[config.mk]
export PLATFORM = sky130hd
export DESIGN_NAME = sv32_ptw
export DESIGN_NICKNAME = d
export VERILOG_FILES = /design/src/rtl/sv32_ptw_pkg.sv /design/src/rtl/sv32_ptw_pte_check.sv /design/src/rtl/sv32_ptw.sv
export SDC_FILE = /design/constraint.sdc
export NUM_CORES = 1
export LEC_CHECK = 0
export ABC_AREA = 1
export CAP_MARGIN = 10
export CORE_UTILIZATION = 57
export CTS_CLUSTER_DIAMETER = 100
export CTS_CLUSTER_SIZE = 14
export DETAILED_ROUTE_END_ITERATION = 10
export DONT_BUFFER_PORTS = 1
export PLACE_DENSITY = 0.76
export SYNTH_ARGS = -nofsm -noshare
export SYNTH_HDL_FRONTEND = slang
export SYNTH_HIERARCHICAL = 1
export SYNTH_SLANG_ARGS = --single-unit
[constraint.sdc]
create_clock -name clk -period 2.2 [get_ports clk]
set_clock_uncertainty 0.05 [all_clocks]
set_input_delay 0.44 -clock clk [delete_from_list [all_inputs] [get_ports clk]]
set_output_delay 0.44 -clock clk [all_outputs]
set_load 0.02 [all_outputs]
[src/rtl/sv32_ptw_pkg.sv]
// Shared types and constants for the Sv32 page-table walker and its PTE checker.
package sv32_ptw_pkg;

  localparam int unsigned PA_WD       = 34;
  localparam int unsigned PTE_WD      = 32;
  localparam int unsigned PAGE_OFFSET = 12;

  typedef struct packed {
    logic [11:0] ppn1;
    logic [9:0]  ppn0;
    logic [1:0]  rsw;
    logic        d;
    logic        a;
    logic        g;
    logic        u;
    logic        x;
    logic        w;
    logic        r;
    logic        v;
  } sv32_pte_t;

  typedef enum logic [2:0] {
    IDLE,
    L1_REQ,
    L1_WAIT,
    L0_REQ,
    L0_WAIT,
    RESP
  } ptw_state_e;

  typedef struct packed {
    sv32_pte_t pte;
    logic      level;
    logic      page_fault;
    logic      access_err;
  } ptw_rsp_t;

endpackage

[src/rtl/sv32_ptw_pte_check.sv]
// Structural PTE decode shared by both walk levels: leaf detection, malformed /
// misaligned / dangling-pointer faults, and bus-error reporting.
module sv32_pte_check
  import sv32_ptw_pkg::*;
(
  input  sv32_pte_t pte,
  input  logic      level,
  input  logic      err,
  output logic      is_leaf,
  output logic      page_fault,
  output logic      access_err
);

  // Permission and A/D bits are the TLB's business, not the walker's.
  logic unused_fields;
  assign unused_fields = ^{pte.ppn1, pte.rsw, pte.d, pte.a, pte.g, pte.u};

  // Priority: bus error, invalid/reserved encoding, misaligned superpage, pointer at level 0.
  always_comb begin
    is_leaf    = pte.r | pte.x;
    page_fault = 1'b0;
    access_err = 1'b0;
    if (err) begin
      access_err = 1'b1;
    end else if (!pte.v || (!pte.r && pte.w)) begin
      page_fault = 1'b1;
    end else if (is_leaf) begin
      page_fault = level && (pte.ppn0 != '0);
    end else begin
      page_fault = !level;
    end
  end

endmodule

[src/rtl/sv32_ptw.sv]
// Sv32 hardware page-table walker: two-level walk with a single outstanding
// PTE read, returning the leaf PTE, its level, or a structural/bus fault.
module sv32_ptw
  import sv32_ptw_pkg::*;
#(
  parameter int unsigned PA_WD       = sv32_ptw_pkg::PA_WD,
  parameter int unsigned PTE_WD      = sv32_ptw_pkg::PTE_WD,
  parameter int unsigned PAGE_OFFSET = sv32_ptw_pkg::PAGE_OFFSET
) (
  input  logic              clk,
  input  logic              rst_n,
  input  logic              req_valid_i,
  output logic              req_ready_o,
  input  logic [19:0]       req_vpn_i,
  input  logic [21:0]       satp_ppn_i,
  output logic              mem_req_valid_o,
  input  logic              mem_req_ready_i,
  output logic [PA_WD-1:0]  mem_req_addr_o,
  input  logic              mem_rsp_valid_i,
  input  logic [PTE_WD-1:0] mem_rsp_data_i,
  input  logic              mem_rsp_err_i,
  output logic              rsp_valid_o,
  input  logic              rsp_ready_i,
  output logic [PTE_WD-1:0] rsp_pte_o,
  output logic              rsp_level_o,
  output logic              rsp_page_fault_o,
  output logic              rsp_access_err_o
);

  // PTEs are 4 bytes, so the table index sits above the low byte-offset bits.
  localparam int unsigned IDX_LSB = PAGE_OFFSET - 10;

  ptw_state_e state, state_nxt;
  logic [PA_WD-1:0] addr_q;
  logic [9:0]       vpn0_q;
  ptw_rsp_t         rsp_q;
  sv32_pte_t        pte_in;
  logic             in_l1;
  logic             chk_leaf, chk_pf, chk_ae;

  assign pte_in = sv32_pte_t'(mem_rsp_data_i);
  assign in_l1  = (state == L1_WAIT);

  sv32_pte_check u_pte_check (
    .pte        (pte_in),
    .level      (in_l1),
    .err        (mem_rsp_err_i),
    .is_leaf    (chk_leaf),
    .page_fault (chk_pf),
    .access_err (chk_ae)
  );

  // State register.
  always_ff @(posedge clk or negedge rst_n) begin
    if (!rst_n) state <= IDLE;
    else        state <= state_nxt;
  end

  // Next-state and handshake decode.
  always_comb begin
    state_nxt       = state;
    req_ready_o     = 1'b0;
    mem_req_valid_o = 1'b0;
    rsp_valid_o     = 1'b0;
    unique case (state)
      IDLE: begin
        req_ready_o = 1'b1;
        if (req_valid_i) state_nxt = L1_REQ;
      end
      L1_REQ: begin
        mem_req_valid_o = 1'b1;
        if (mem_req_ready_i) state_nxt = L1_WAIT;
      end
      L1_WAIT: begin
        if (mem_rsp_valid_i) state_nxt = (chk_leaf || chk_pf || chk_ae) ? RESP : L0_REQ;
      end
      L0_REQ: begin
        mem_req_valid_o = 1'b1;
        if (mem_req_ready_i) state_nxt = L0_WAIT;
      end
      L0_WAIT: begin
        if (mem_rsp_valid_i) state_nxt = RESP;
      end
      RESP: begin
        rsp_valid_o = 1'b1;
        if (rsp_ready_i) state_nxt = IDLE;
      end
      default: state_nxt = IDLE;
    endcase
  end

  // Request latching, PTE address formation and result capture.
  // The address register is loaded one state early so it is already stable
  // when the REQ state raises mem_req_valid_o.
  always_ff @(posedge clk or negedge rst_n) begin
    if (!rst_n) begin
      addr_q <= '0;
      vpn0_q <= '0;
      rsp_q  <= '0;
    end else begin
      case (state)
        IDLE: begin
          if (req_valid_i) begin
            addr_q <= {satp_ppn_i, req_vpn_i[19:10], {IDX_LSB{1'b0}}};
            vpn0_q <= req_vpn_i[9:0];
          end
        end
        L1_WAIT, L0_WAIT: begin
          if (mem_rsp_valid_i) begin
            rsp_q.pte        <= pte_in;
            rsp_q.level      <= in_l1;
            rsp_q.page_fault <= chk_pf;
            rsp_q.access_err <= chk_ae;
            if (in_l1) addr_q <= {pte_in.ppn1, pte_in.ppn0, vpn0_q, {IDX_LSB{1'b0}}};
          end
        end
        default: ;
      endcase
    end
  end

  assign mem_req_addr_o   = addr_q;
  assign rsp_pte_o        = rsp_q.pte;
  assign rsp_level_o      = rsp_q.level;
  assign rsp_page_fault_o = rsp_q.page_fault;
  assign rsp_access_err_o = rsp_q.access_err;

endmodule

* Yosys cells after proc, flatten, opt, wreduce, memory -nomap -nowiden
Index checks and enable logic that the tools add are counted.
** Word-level totals
- Flip-flop bits (word level) :: 82
- Word-level logic and storage cells :: 67
- Output and inout port bits :: 72
- Input bits :: 81
** Operators by class
- Equality and inequality tests :: 13
- Muxes and demuxes :: 19
- Reductions and logical operators :: 17
- Bitwise operators :: 1
** Operators with widths (number)
- 2-to-1 mux 34 bit :: 3
- one-hot mux 34 bit (2 select lines) :: 1
- 2-to-1 mux 3 bit :: 7
- one-hot mux 3 bit (6 select lines) :: 1
- inequality test 2 bit, second input constant :: 7
- nonzero test 10 bit :: 1
- 2-to-1 mux 1 bit :: 7
- == test 3 x 2 -> 1 bit, second input constant :: 2
- == test 3 bit, second input constant :: 2
- AND reduction 6 bit :: 1
- AND reduction 2 bit :: 2
- AND reduction 4 bit :: 1
- OR reduction 2 bit :: 2
- == test 3 x 1 -> 1 bit, second input constant :: 1
- zero test 1 bit :: 3
- zero test 3 bit :: 1
- logical OR 1 bit :: 3
- logical AND 1 bit :: 2
- inequality test 2 x 1 -> 1 bit, second input constant :: 1
- nonzero test 2 bit :: 1
- OR 1 bit :: 1

* Longest topological paths before layout
Gate-level depths: netlist of run 1.
- Depth in word-level cells :: 10
- Gate-level depth with buffers :: 14

* Hierarchy
The synthesis of run 1 kept the hierarchy.
** Modules (own cells, without submodules)
- sv32_ptw :: area each 3823.7 µm², instances 1, cells an instance 491
- sv32_pte_check :: area each 80.1 µm², instances 1, cells an instance 16

* Least setup slack after synthesis of run 1
No wires, ideal clock.
- Path type :: register to register
- Start :: reg state[2]
- End :: reg state[2]
- Setup slack :: 0.386 ns
- Setup time :: 0.118 ns
- Stages on the path, launching flop included :: 15
- Data arrival time :: 1.646 ns
- Buffers on the path :: 2
- Cell sequence :: dfrtp_1 > buf_2 > nor2_4 > nand2_4 > clkbuf_1 > inv_1 > o21bai_1 > a21boi_0 > a21oi_1 > nor2_1 > nand2_1 > nand2_1 > nand2_1 > nand4_1 > nand2_1
** Between the ends
- Longest elaborated chain between the ends :: 10
** RTL lines
- start, declared :: RTL line sv32_ptw.sv:33 : ptw_state_e state, state_nxt;
- start signal, assigned :: RTL line sv32_ptw.sv:56 : else state <= state_nxt;
- == test 3 x 2 -> 1 bit (*) :: RTL line sv32_ptw.sv:42 : assign in_l1 = (state == L1_WAIT);
- named net in_l1 :: RTL line sv32_ptw.sv:38 : logic in_l1;
- zero test 1 bit or logical AND 1 bit (tied branches) :: RTL line sv32_ptw_pte_check.sv:30, sv32_ptw_pte_check.sv:28
- 2-to-1 mux 1 bit (*) :: RTL line sv32_ptw_pte_check.sv:27 : end else if (is_leaf) begin
- 2-to-1 mux 1 bit (*) :: RTL line sv32_ptw_pte_check.sv:25 : end else if (!pte.v || (!pte.r && pte.w)) begin
- 2-to-1 mux 1 bit (*) :: RTL line sv32_ptw_pte_check.sv:23 : if (err) begin
- named net chk_pf :: RTL line sv32_ptw.sv:39 : logic chk_leaf, chk_pf, chk_ae;
- logical OR 1 bit (*) (2 in a row) :: RTL line sv32_ptw.sv:75 : if (mem_rsp_valid_i) state_nxt = (chk_leaf || chk_pf || chk_ae) ? RESP : L0_REQ;
- 2-to-1 mux 3 bit (*) (2 in a row) :: RTL line sv32_ptw.sv:75
- one-hot mux 3 bit (6 select lines) (*) :: RTL line sv32_ptw.sv:65 : unique case (state)
Mark *: on every way through the listed nets, which the timed path passes. The rest lies on a longest branch. The select of a mux whose other input is x is not followed.
A chain may end at the register's enable or synchronous reset.

* Worst setup path in the final report of run 1
- Start :: reg state[2]
- End :: out req_ready_o
** Between the ends
- Longest elaborated chain between the ends :: 2
** RTL lines
- zero test 3 bit :: RTL line sv32_ptw.sv:65
- 2-to-1 mux 1 bit :: RTL line sv32_ptw.sv:65
- end, declared :: RTL line sv32_ptw.sv:13 : output logic req_ready_o,
Every way passes these cells.

==> metrics.sh, run 1 <==
PLACEMENTROWS=29
SETUP_VIOL=0
DRCVIOLATIONCOUNT=13
POST_SYNTH_XOR_AREA_FRACTION_PCT=0
LEAKAGE_POWER_nW=2.274
CPPEAKSTAGEDELAY_PS=490
FIRST_GLOBAL_VIAS=3207
INSERTED_CLOCK_BUFFERS=9
COREAREA_SQ_UM=6495
CRITICAL_PATH_ARRIVAL_PS=1430
WORST_VDD_DROP_mV=0.7489
DEPTH_OF_THE_WORST_REGISTER_TO_REGISTER_PATH=12
CRITICAL_PATH.STARTPOINT_TYPE='register'
FINAL_HPWL_DP_UM=6544
DR.FIRST_ITER.DRC_COUNT=193
OUTCOME='finished, violations left'
ROUTED-VIA-COUNT=3179
CRITPATHREQUIREDTIME_PS=1710
POST_SYNTH_FA_HA_MAJ_AREA_FRACTION_PCT=0
SYNTH.YOSYS.SEQ_AREA_SHARE_PCT=51.28
SYNTH_TOP_AREA_CELL='sky130_fd_sc_hd__dfrtp_1'
RSZ0062_AT_GRT='false'
SYNTH.LIB_CELLS_USED.DISTINCT=26
SYNTH_WARN=6
WORST_SKEW_PAIR.LATE_LATENCY_PS=340
YOSYS_REGISTER_BITS=80
DRTPASS1ITERATIONS=8
DIE_HEIGHT_UM=84.76
MULTIINPUTGATEAREA_SQ_UM=1627
SYNTH_EDF_COUNT=0
POWER.INTERNAL_mW=3.460
WL_UM=9328
LAYOUT.CELLS.NON_FILLER=576
START_UTIL_PCT=60.10
FIRST_PASS_GRT_WIRE_LENGTH_UM=15360
GRT_OVERFLOW_TOTAL=0
CTS_ROOT_BUFFER='sky130_fd_sc_hd__clkbuf_8'
GLOBAL_ROUTE.USAGE.TOTAL_PCT=27.23
CLKSLEWWORSTSETUPHOLDPATHS_PS=80
MAXIMUM_NUMBER_OF_PINS_ON_ONE_NET_BEFORE_GLOBAL_ROUTE_REPAIR=81
PATH_DELAY_FAMILY='flip-flops'
REG2REG_SETUP_SLACK_PS=280
P_TOTAL_mW=6.766
DPL-INSTANCE-AREA_SQ_UM=3840
CAP_VIOLATIONS=0
SWITCHINGPOWER_mW=3.307
POSTCTSSETUPREPAIRBUFS=0
MIN-DELAY-PATH-CLASS='input pin to asynchronous set/reset pin'
DIE_AR_SQ_UM=7183
PATH_CELLS='nor2_4, nand2_1, inv_1'
FILL_COUNT=630
SEQ_POWER_SHARE_PCT=50.1
SYNTH.TOP_CELLS.BY_AREA='sky130_fd_sc_hd__dfrtp_1 (51%), sky130_fd_sc_hd__nand2_1 (25%), sky130_fd_sc_hd__nand3_1 (10%), sky130_fd_sc_hd__buf_6 (2.0%), sky130_fd_sc_hd__buf_4 (1.7%)'
CPMAXSTAGEDELAYCELL='sky130_fd_sc_hd__dfrtp_1'
DIODES=0
ASYNC_SR_FLOP_FRACTION_PCT=100.0
POST_SYNTH_INSTANCE_AREA_SQ_UM=3904
VIA_COUNT_NORMALIZED_BY_INSTANCE_COUNT=5.519
TRITONCTS='built'
SYNTH_COMPOUND_AREA_SHARE_PCT=1.891
CLK_PATH_BUF_DEPTH=2
RR_STARTPOINT='state[2]$_DFFE_PN0P_'
CRITICAL_PATH_CLASS='register to primary output'
REPORT.FINAL.SLEW_VIOL_COUNT=0
FAILED_CHECKS='design-rule violations, negative hold slack'
GP_ROUTABILITY_CONGESTION=0.8671
NUM-NETS-FINAL=575
POST_SYNTH_INST_COUNT=507
LARGEST_FANOUT_ON_THE_CRITICAL_PATH=9
DP.CELLS=560
FINALHOLDVIOLCOUNT=80
SWITCHING_SHARE_PCT=48.87
CRITICAL_PATH.REG2REG.ENDPOINT='state[2]$_DFFE_PN0P_'
POWER-PER-CELL-AREA_nW_PER_UM2=1676
NUMBER_OF_ANTENNA_VIOLATIONS_AT_THE_FIRST_CHECK_IN_GLOBAL_ROUTING=0
WORST_SLACK_PS=275.9
POST_SYNTH_AND_OR_NAND_NOR_AREA_FRACTION_PCT=39.58
HOLD_WS_PS=-264.3
ANTENNA_LEFT=0
PORT-BUFFER-COUNT=0
CLOCK_TREE.HTREE_LEVEL_COUNT=3
UTILIZATION_PCT=62.17
CRITICAL_PATH.ENDPOINT_TYPE='primary output'
WORST-PATH-BUF-INV=1
FINALCRITPERIODSHARE_PCT=87.46
CLKPWRFRAC_PCT=15.9
MAX_FREQ_MHz=519.7
SYNTH_TOP_FAMILY_BY_AREA='simple AND/OR/NAND/NOR gates'
AREAGROWTHSYNTHTOFINISH_PCT=3.429
POST_ROUTE_CELLS_DRIVE_ABOVE_1_SHARE_PCT=7.014
NETLIST.AREA_LEADER.SHARE_PCT=51.28
FINALSETUPTNS_PS=0
ROUTEDWLPERCELL_UM=16.19
FLOORPLAN.IO_PINS=153
PLACE_WORST_SETUP_SLACK_PS=323.0
SYNTH_FLOP_CELL='sky130_fd_sc_hd__dfrtp_1'
MUXSHAREOFSYNTHAREA_PCT=0
PERIOD_NEEDED_PS=1924
POST_ROUTE_CELL_AREA_SQ_UM=4038
COMB_POWER_SHARE_PCT=34.0
DIE_WIDTH_UM=84.76
CLOCK_SINKS=80
SYNTH_AREA_PER_CELL_SQ_UM=7.700
SEQUENTIAL_CELL_AREA_SQ_UM=2002
==> placed cells by master, fill, tap and decap left out, types with 2 or more instances in the layout <==
cell and n:
sky130_fd_sc_hd__nand2_1 264, sky130_fd_sc_hd__dfrtp_1 80, sky130_fd_sc_hd__nand4_1 2, sky130_fd_sc_hd__clkbuf_8 10
sky130_fd_sc_hd__nor2_1 14, sky130_fd_sc_hd__inv_2 3, sky130_fd_sc_hd__o21ai_0 3, sky130_fd_sc_hd__nand3_1 80
sky130_fd_sc_hd__inv_1 12, sky130_fd_sc_hd__buf_4 7, sky130_fd_sc_hd__a21oi_1 2, sky130_fd_sc_hd__clkinv_2 2
sky130_fd_sc_hd__o21bai_1 2, sky130_fd_sc_hd__nand2_2 3, sky130_fd_sc_hd__conb_1 2
==> power by group through the flow <==
stage	registers, mW	logic [mW]	clock network (mW)
3_5_place_dp	3.42	2.32	0
2_1_floorplan	3.24	2.09	0
5_1_grt	3.46	2.70	1.14
3_3_place_gp	3.39	2.22	0
6_report	3.39	2.30	1.08
4_1_cts	3.39	2.32	1.09
==> cells in the mapped netlist, types with 3 or more instances <==
| cell type | number |
|---|---|
| sky130_fd_sc_hd__buf_4 | 9 |
| sky130_fd_sc_hd__inv_2 | 3 |
| sky130_fd_sc_hd__nand2_1 | 264 |
| sky130_fd_sc_hd__nand2_2 | 3 |
| sky130_fd_sc_hd__buf_2 | 8 |
| sky130_fd_sc_hd__clkbuf_1 | 7 |
| sky130_fd_sc_hd__o21ai_0 | 3 |
| sky130_fd_sc_hd__nor2_1 | 14 |
| sky130_fd_sc_hd__nand3_1 | 80 |
| sky130_fd_sc_hd__dfrtp_1 | 80 |
| sky130_fd_sc_hd__buf_6 | 7 |
| sky130_fd_sc_hd__inv_1 | 12 |
==> state kept, by name (all words and copies together), names as in the netlist <==
register / cells
mem_req_addr_o: 32
rsp_access_err_o: 1
rsp_pte_o: 32
rsp_level_o: 1
vpn0_q: 10
rsp_page_fault_o: 1
state: 3
==> worst max path at each step <==
stage                          from                   end  cells after the start
5_1_grt        state[2]$_DFFE_PN0P_  state[2]$_DFFE_PN0P_                     12
6_report       state[2]$_DFFE_PN0P_           req_ready_o                      3
4_1_cts        state[2]$_DFFE_PN0P_           req_ready_o                      3
2_1_floorplan  state[2]$_DFFE_PN0P_  state[2]$_DFFE_PN0P_                     14
3_5_place_dp   state[2]$_DFFE_PN0P_  state[2]$_DFFE_PN0P_                     12
3_3_place_gp   state[2]$_DFFE_PN0P_  state[2]$_DFFE_PN0P_                     12
==> per-layer routing <==
metal | vias to the layer above | global-route usage [%] | share of wire, %
met5 | - | 0 | 0
met4 | 0 | 10.94 | 2.2
met3 | 20 | 6.981 | 9.2
met2 | 144 | 44.79 | 47
met1 | 1463 | 34.57 | 41
li1 | 1552 | - | -
==> cell type report <==
type                            count  share of cell area (%)
Multi-Input combinational cell    380                   40.29
Clock buffer                       11                   3.502
Timing Repair Buffer                7                   1.302
Inverter                           16                   1.549
Tap cell                           77                   2.386
Sequential cell                    80                   49.58
Clock inverter                      5                   1.394
==> cells by family (layout without fill, tap and decap cells) <==
group	count (synthesis)	count (layout)
AND/OR/NAND/NOR	368	368
flip-flops	80	80
buffers and inverters	48	39
AO/OA/AOI/OAI	10	10
other	1	2
==> worst reg2reg max path, stage by stage (launching register included) <==
cell and delay, ps:
sky130_fd_sc_hd__dfrtp_1 490, sky130_fd_sc_hd__nor2_4 200, sky130_fd_sc_hd__nand2_4 150, sky130_fd_sc_hd__inv_1 110, sky130_fd_sc_hd__o21bai_1 70, sky130_fd_sc_hd__a21boi_0 200, sky130_fd_sc_hd__a21oi_1 120, sky130_fd_sc_hd__nor2_1 90
sky130_fd_sc_hd__nand2_1 70, sky130_fd_sc_hd__nand2_1 60, sky130_fd_sc_hd__nand2_1 50, sky130_fd_sc_hd__nand4_1 90, sky130_fd_sc_hd__nand2_1 60
==> what timing repair did <==
action | CTS | global route
resized for setup | 0 | 0
hold endpoints to repair | 80 | 80
endpoints found under the setup margin | 0 | 0
Note: power is estimated with default switching activity, not from simulation.
==> run 2: changes to the inputs <==
Settings changed: PLACE_DENSITY 0.76 to 0.69.
==> metrics.sh, run 2 (same netlist as run 1, synthesis figures left out) <==
RELSLEWSLACK_PCT=55.00
CAP_VIOLATIONS=0  # unchanged
CPMAXSTAGEDELAYCELL='sky130_fd_sc_hd__dfrtp_1'  # unchanged
CTS_RESIZED=0  # unchanged
NUMBER_OF_ANTENNA_VIOLATIONS_AT_THE_FIRST_CHECK_IN_GLOBAL_ROUTING=0  # unchanged
CRITICAL_PATH.STARTPOINT_TYPE='register'  # unchanged
FILL_COUNT=636  # was 630
FLOORPLAN.IO_PINS=153  # unchanged
START_UTIL_PCT=60.10  # unchanged
PATH_DELAY_FAMILY='simple AND/OR/NAND/NOR gates'  # was flip-flops
MULTIINPUTGATEAREA_SQ_UM=1627  # unchanged
TRITONCTS='built'  # unchanged
POST_ROUTE_CELLS_DRIVE_ABOVE_1_SHARE_PCT=6.653  # was 7.014%
FINAL_HPWL_DP_UM=6213  # was 6544 um
MAX_FREQ_MHz=529.8  # was 519.7 MHz
CRITICAL-PATH-TOP-CELL-BY-COUNT='sky130_fd_sc_hd__nand2_1'
MOSTFREQUENTLAYOUTCELL='sky130_fd_sc_hd__nand2_1'  # unchanged
CLKPWRFRAC_PCT=14.5  # was 15.9%
WORST_SLACK_PS=312.6  # was 275.9 ps
CRITICAL_PATH_CLASS='register to register'  # was register to primary output
CTS_ROOT_BUFFER='sky130_fd_sc_hd__clkbuf_8'  # unchanged
PLACEMENTROWS=29  # unchanged
PLACE_WORST_SETUP_SLACK_PS=341.2  # was 323.0 ps
DIODES=0  # unchanged
DIE_WIDTH_UM=84.76  # unchanged
GRT_OVERFLOW_TOTAL=0  # unchanged
MAXIMUM_NUMBER_OF_PINS_ON_ONE_NET_BEFORE_GLOBAL_ROUTE_REPAIR=81  # unchanged
NUM-NETS-FINAL=574  # was 575
GP_ROUTABILITY_CONGESTION=0.7857  # was 0.8671
CLK_PATH_BUF_DEPTH=2  # unchanged
FINALCRITPERIODSHARE_PCT=85.79  # was 87.46%
PERIOD_NEEDED_PS=1887  # was 1924 ps
WORST_SKEW_PAIR.LATE_LATENCY_PS=340  # about the same
CLOCK_SINKS=80  # unchanged
POWER-PER-CELL-AREA_nW_PER_UM2=1648  # was 1676 nW/um^2
MIN-DELAY-PATH-CLASS='input pin to asynchronous set/reset pin'  # unchanged
FIRST_GLOBAL_VIAS=2995  # was 3207
SEQUENTIAL_CELL_AREA_SQ_UM=2002  # unchanged
ANTENNA_LEFT=0  # unchanged
DIE_AR_SQ_UM=7183  # unchanged
DR.FIRST_ITER.DRC_COUNT=186  # was 193
SEQ_POWER_SHARE_PCT=51.4  # was 50.1%
OUTCOME='finished, violations left'  # unchanged
CLOCK_TREE.HTREE_LEVEL_COUNT=3  # unchanged
ROUTEDWLPERCELL_UM=15.86  # was 16.19 um
CRIT_END='state[2]$_DFFE_PN0P_'  # was req_ready_o
SETUP_VIOL=0  # unchanged
SWITCHING_SHARE_PCT=49.12  # was 48.87%
WL_UM=9089  # was 9328 um
COMB_POWER_SHARE_PCT=34.2  # was 34.0%
CPPEAKSTAGEDELAY_PS=490  # about the same
AREAGROWTHSYNTHTOFINISH_PCT=2.532  # was 3.429%
HOLD_WS_PS=-267.3  # was -264.3 ps
REG2REG_SETUP_SLACK_PS=310  # was 280 ps
DRTPASS1ITERATIONS=9  # was 8
ROUTED-VIA-COUNT=3159  # was 3179
PATH_CELLS='nor2_4, nand2_4, inv_1, o21bai_1, a21boi_0, a21oi_1, nor2_1, nand2_1, nand2_1, nand2_1, nand4_1, nand2_1'  # was nor2_4, nand2_1, inv_1
FAILED_CHECKS='design-rule violations, negative hold slack'  # unchanged
RSZ0062_AT_GRT='false'  # unchanged
FINALSETUPTNS_PS=0  # unchanged
RR_STARTPOINT='state[2]$_DFFE_PN0P_'  # unchanged
LEAKAGE_POWER_nW=2.261  # was 2.274 nW
CRITICAL_PATH.REG2REG.ENDPOINT='state[2]$_DFFE_PN0P_'  # unchanged
WORST_VDD_DROP_mV=0.7273  # was 0.7489 mV
SWITCHINGPOWER_mW=3.240  # was 3.307 mW
LARGEST_FANOUT_ON_THE_CRITICAL_PATH=18  # was 9
REPORT.FINAL.SLEW_VIOL_COUNT=0  # unchanged
MEASURED_SLEW_AT_THE_WORST_SLEW_CHECK_PIN_PS=672.6
DEPTH_OF_THE_WORST_REGISTER_TO_REGISTER_PATH=12  # unchanged
DRCVIOLATIONCOUNT=12  # was 13
COREAREA_SQ_UM=6495  # unchanged
WORST-PATH-BUF-INV=1  # unchanged
GLOBAL_ROUTE.USAGE.TOTAL_PCT=26.63  # was 27.23%
CRITICAL_PATH.ENDPOINT_TYPE='register'  # was primary output
CRITICAL_PATH_DEPTH=12  # was 3
INSERTED_CLOCK_BUFFERS=9  # unchanged
MOST_USED_CELLS_IN_THE_LAYOUT_EXCLUDING_FILL_AND_TAP_CELLS='sky130_fd_sc_hd__nand2_1 (264), sky130_fd_sc_hd__nand3_1 (80), sky130_fd_sc_hd__dfrtp_1 (80)'  # unchanged
FIRST_PASS_GRT_WIRE_LENGTH_UM=14720  # was 15360 um
DIE_HEIGHT_UM=84.76  # unchanged
CLKSLEWWORSTSETUPHOLDPATHS_PS=80  # about the same
VIA_COUNT_NORMALIZED_BY_INSTANCE_COUNT=5.513  # was 5.519
CRITPATHREQUIREDTIME_PS=2380  # was 1710 ps
POWER.INTERNAL_mW=3.357  # was 3.460 mW
CRITICAL_PATH_ARRIVAL_PS=2070  # was 1430 ps
P_TOTAL_mW=6.597  # was 6.766 mW
FINALHOLDVIOLCOUNT=80  # unchanged
PORT-BUFFER-COUNT=0  # unchanged
POSTCTSSETUPREPAIRBUFS=0  # unchanged
TIMING.CRITICAL_PATH.FROM='state[2]$_DFFE_PN0P_'  # unchanged
[run 2: worst min-delay path by stage]
stage / start / endpoint / slack, ps
2_1_floorplan: rst_n / mem_req_addr_o[10]$_DFFE_PN0P_ / 90
5_1_grt: rst_n / rsp_pte_o[9]$_DFFE_PN0P_ / -300
3_3_place_gp: rst_n / rsp_pte_o[9]$_DFFE_PN0P_ / 100
6_report: rst_n / rsp_pte_o[9]$_DFFE_PN0P_ / -270
4_1_cts: rst_n / rsp_pte_o[9]$_DFFE_PN0P_ / -280
3_5_place_dp: rst_n / rsp_pte_o[9]$_DFFE_PN0P_ / 100
[run 2: per-layer routing]
metal	wire length (um)	track usage, %	vias up
li1	-	-	1553
met1	3732	32.88	1447
met3	1111	13.08	11
met5	0	0	-
met2	4126	41.61	148
met4	119	7.704	0
[run 2: worst reg2reg max path: cells and delay by family (launching register included)]
family                 cells  cell delay (ps)
AND/OR/NAND/NOR            8              790
flip-flops                 1              490
buffers and inverters      1              120
AO/OA/AOI/OAI              3              340
[run 2: power by group through the flow]
stage	Combinational [mW]	Sequential [mW]	Clock (mW)
2_1_floorplan	2.09	3.24	0
3_3_place_gp	2.22	3.40	0
3_5_place_dp	2.28	3.42	0
4_1_cts	2.29	3.39	0.985
5_1_grt	2.66	3.45	1.05
6_report	2.26	3.39	0.954
[run 2: metrics by stage]
stage | cell area (sq um) | utilization, % | hold WS (ps) | instances
global placement | 3832 | 59.01 | 95.79 | 559
CTS | 4003 | 61.63 | -280.9 | 573
finish | 4003 | 61.63 | -267.3 | 573
floorplan | 3908 | - | 94.41 | 508
detailed placement | 3832 | 59.01 | 95.85 | 559
global route | 4003 | 61.63 | -297.6 | 573
[run 2: area by class of cell]
type,count,area share [%]
multi-input cells,380,40.64
clock buffers,11,3.782
flip-flops and latches,80,50.02
inverters,16,1.563
clock inverters,3,0.4689
repair buffers,6,1.125
well taps,77,2.407
==> RTL change (flow settings as in run 1) <==
Reset style: synchronous (`rst_n`), changed in 2 clocked blocks.
--- a/src/rtl/sv32_ptw.sv
+++ b/src/rtl/sv32_ptw.sv
@@ -52,5 +52,5 @@
 
   // State register.
-  always_ff @(posedge clk or negedge rst_n) begin
+  always_ff @(posedge clk) begin
     if (!rst_n) state <= IDLE;
     else        state <= state_nxt;
@@ -93,5 +93,5 @@
   // The address register is loaded one state early so it is already stable
   // when the REQ state raises mem_req_valid_o.
-  always_ff @(posedge clk or negedge rst_n) begin
+  always_ff @(posedge clk) begin
     if (!rst_n) begin
       addr_q <= '0;
Check against the original RTL: differs if rst_n is asserted again (counterexample within 4 cycles, from zero or initial values and one cycle with rst_n low); with rst_n held inactive, the same outputs for 10 cycles.
==> RTL change against run 1 <==
Setup slack improved by 0.093 ns; routed wire length decreased by 13%; global-route usage decreased by 2.6 points; highest routed layer unchanged; design area decreased by 5.8%; synthesized cell count increased by 11%; total power increased by 0.52%; combinational power increased by 20%; sequential cell count unchanged; cell count increased by 8.9%; synthesized area decreased by 6.1%.
==> RTL change: results (changes against run 1) <==
- Status: complete, no violations
- Worst hold slack: 0.1613 ns (+0.4256 ns)
- LEAKAGE: 1.880 nW (-17%)
- TritonRoute pass-1 iters: 4 (-4)
- Drt initial violations: 167 (-13%)
- #MultiIn Comb: 396 (+4.2%)
- Crit. Startpoint: state[2]$_SDFFE_PN0P_
- Vias in the first global route: 2891 (-9.9%)
- Area of the multi-input gates: 1654 um2 (+1.7%)
- Met3 usage: 0.07363 (+0.003813)
- NonClk Buf Share: 0.01118 (-0.001831)
- VDD IR-drop max: 0.001164 V (+55%)
- Met3 WL: 788 um (-8.2%)
- Slowest-stage cell, CP: dfxtp_1
- M1 WL: 3411 um (-12%)
- Post-synthesis cell type count: 24 (-7.7%)
- Crit path DAT: 2.03 ns (+0.60 ns)
- Post-synth top cells: 158 x nand2_1, 149 x nor2_1, 80 x dfxtp_1
- Total track usage: 0.2459 (-0.02643)
- RePlAce Congestion: 0.7778 (-10%)
- Clock buf/inv share: 0.05230 (+0.003340)
- Reg area: 1602 um2 (-20%)
- Routed wl met2: 3701 um (-16%)
- Layout cells sized above 1: 0.05435 (-0.01579)
- Layout net count: 628 (+9.2%)
- Asr flop ratio synth: 0 (-1.000)
- Fill cells: 596 (-5.4%)
- Ranking of synthesized cells by area: dfxtp_1 44%, nand2_1 16%, nor2_1 15%, o21ai_0 6.0%, inv_1 5.4%
- R2r setup slk: 0.37 ns (+0.09 ns)
- M2 GR Usage: 0.4223 (-0.02558)
- Sw Ratio: 0.4838 (-0.004854)
- Invs w/o clock: 56 (+40)
- Synth Area in Compound Gates: 0.09969 (+0.08078)
- HP Class: input port to flip-flop
- DP Cell Count: 611 (+9.1%)
- Met1 Resource Use GR: 0.2695 (-0.07616)
- Sequential-to-total area share from yosys stat: 0.4370 (-0.07581)
- Clock buffers: 13 (+2)
- Via count: 3163 (-0.50%)
- Vias/cell: 5.045 (-8.6%)
RTL change: cell types whose count changed after synthesis, sizes merged, moves of 11 or more:
cell   change
nor2     +135
nand2    -105
dfrtp     -80
dfxtp     +80
nand3     -74
o21ai     +50
inv       +40
a21oi     +11
RTL change: stage by stage:
| step | utilization | power, mW | instance area (um2) |
|---|---|---|---|
| 3_5_place_dp | 0.5948 | 5.778 | 3605 |
| 5_1_grt | 0.6276 | 7.476 | 3804 |
| 4_1_cts | 0.6276 | 6.866 | 3804 |
| 6_report | 0.6276 | 6.801 | 3804 |
| 2_1_floorplan | - | 5.408 | 3669 |
| 3_3_place_gp | 0.5948 | 5.670 | 3605 |
RTL change: power by group through the flow:
stage	clock, mW	sequential [mW]	combinational [mW]
after global routing	1.17	3.03	3.28
after CTS	1.11	2.96	2.80
after detailed placement	0	2.99	2.79
final	1.09	2.95	2.77
after floorplan	0	2.85	2.56
after global placement	0	2.98	2.69
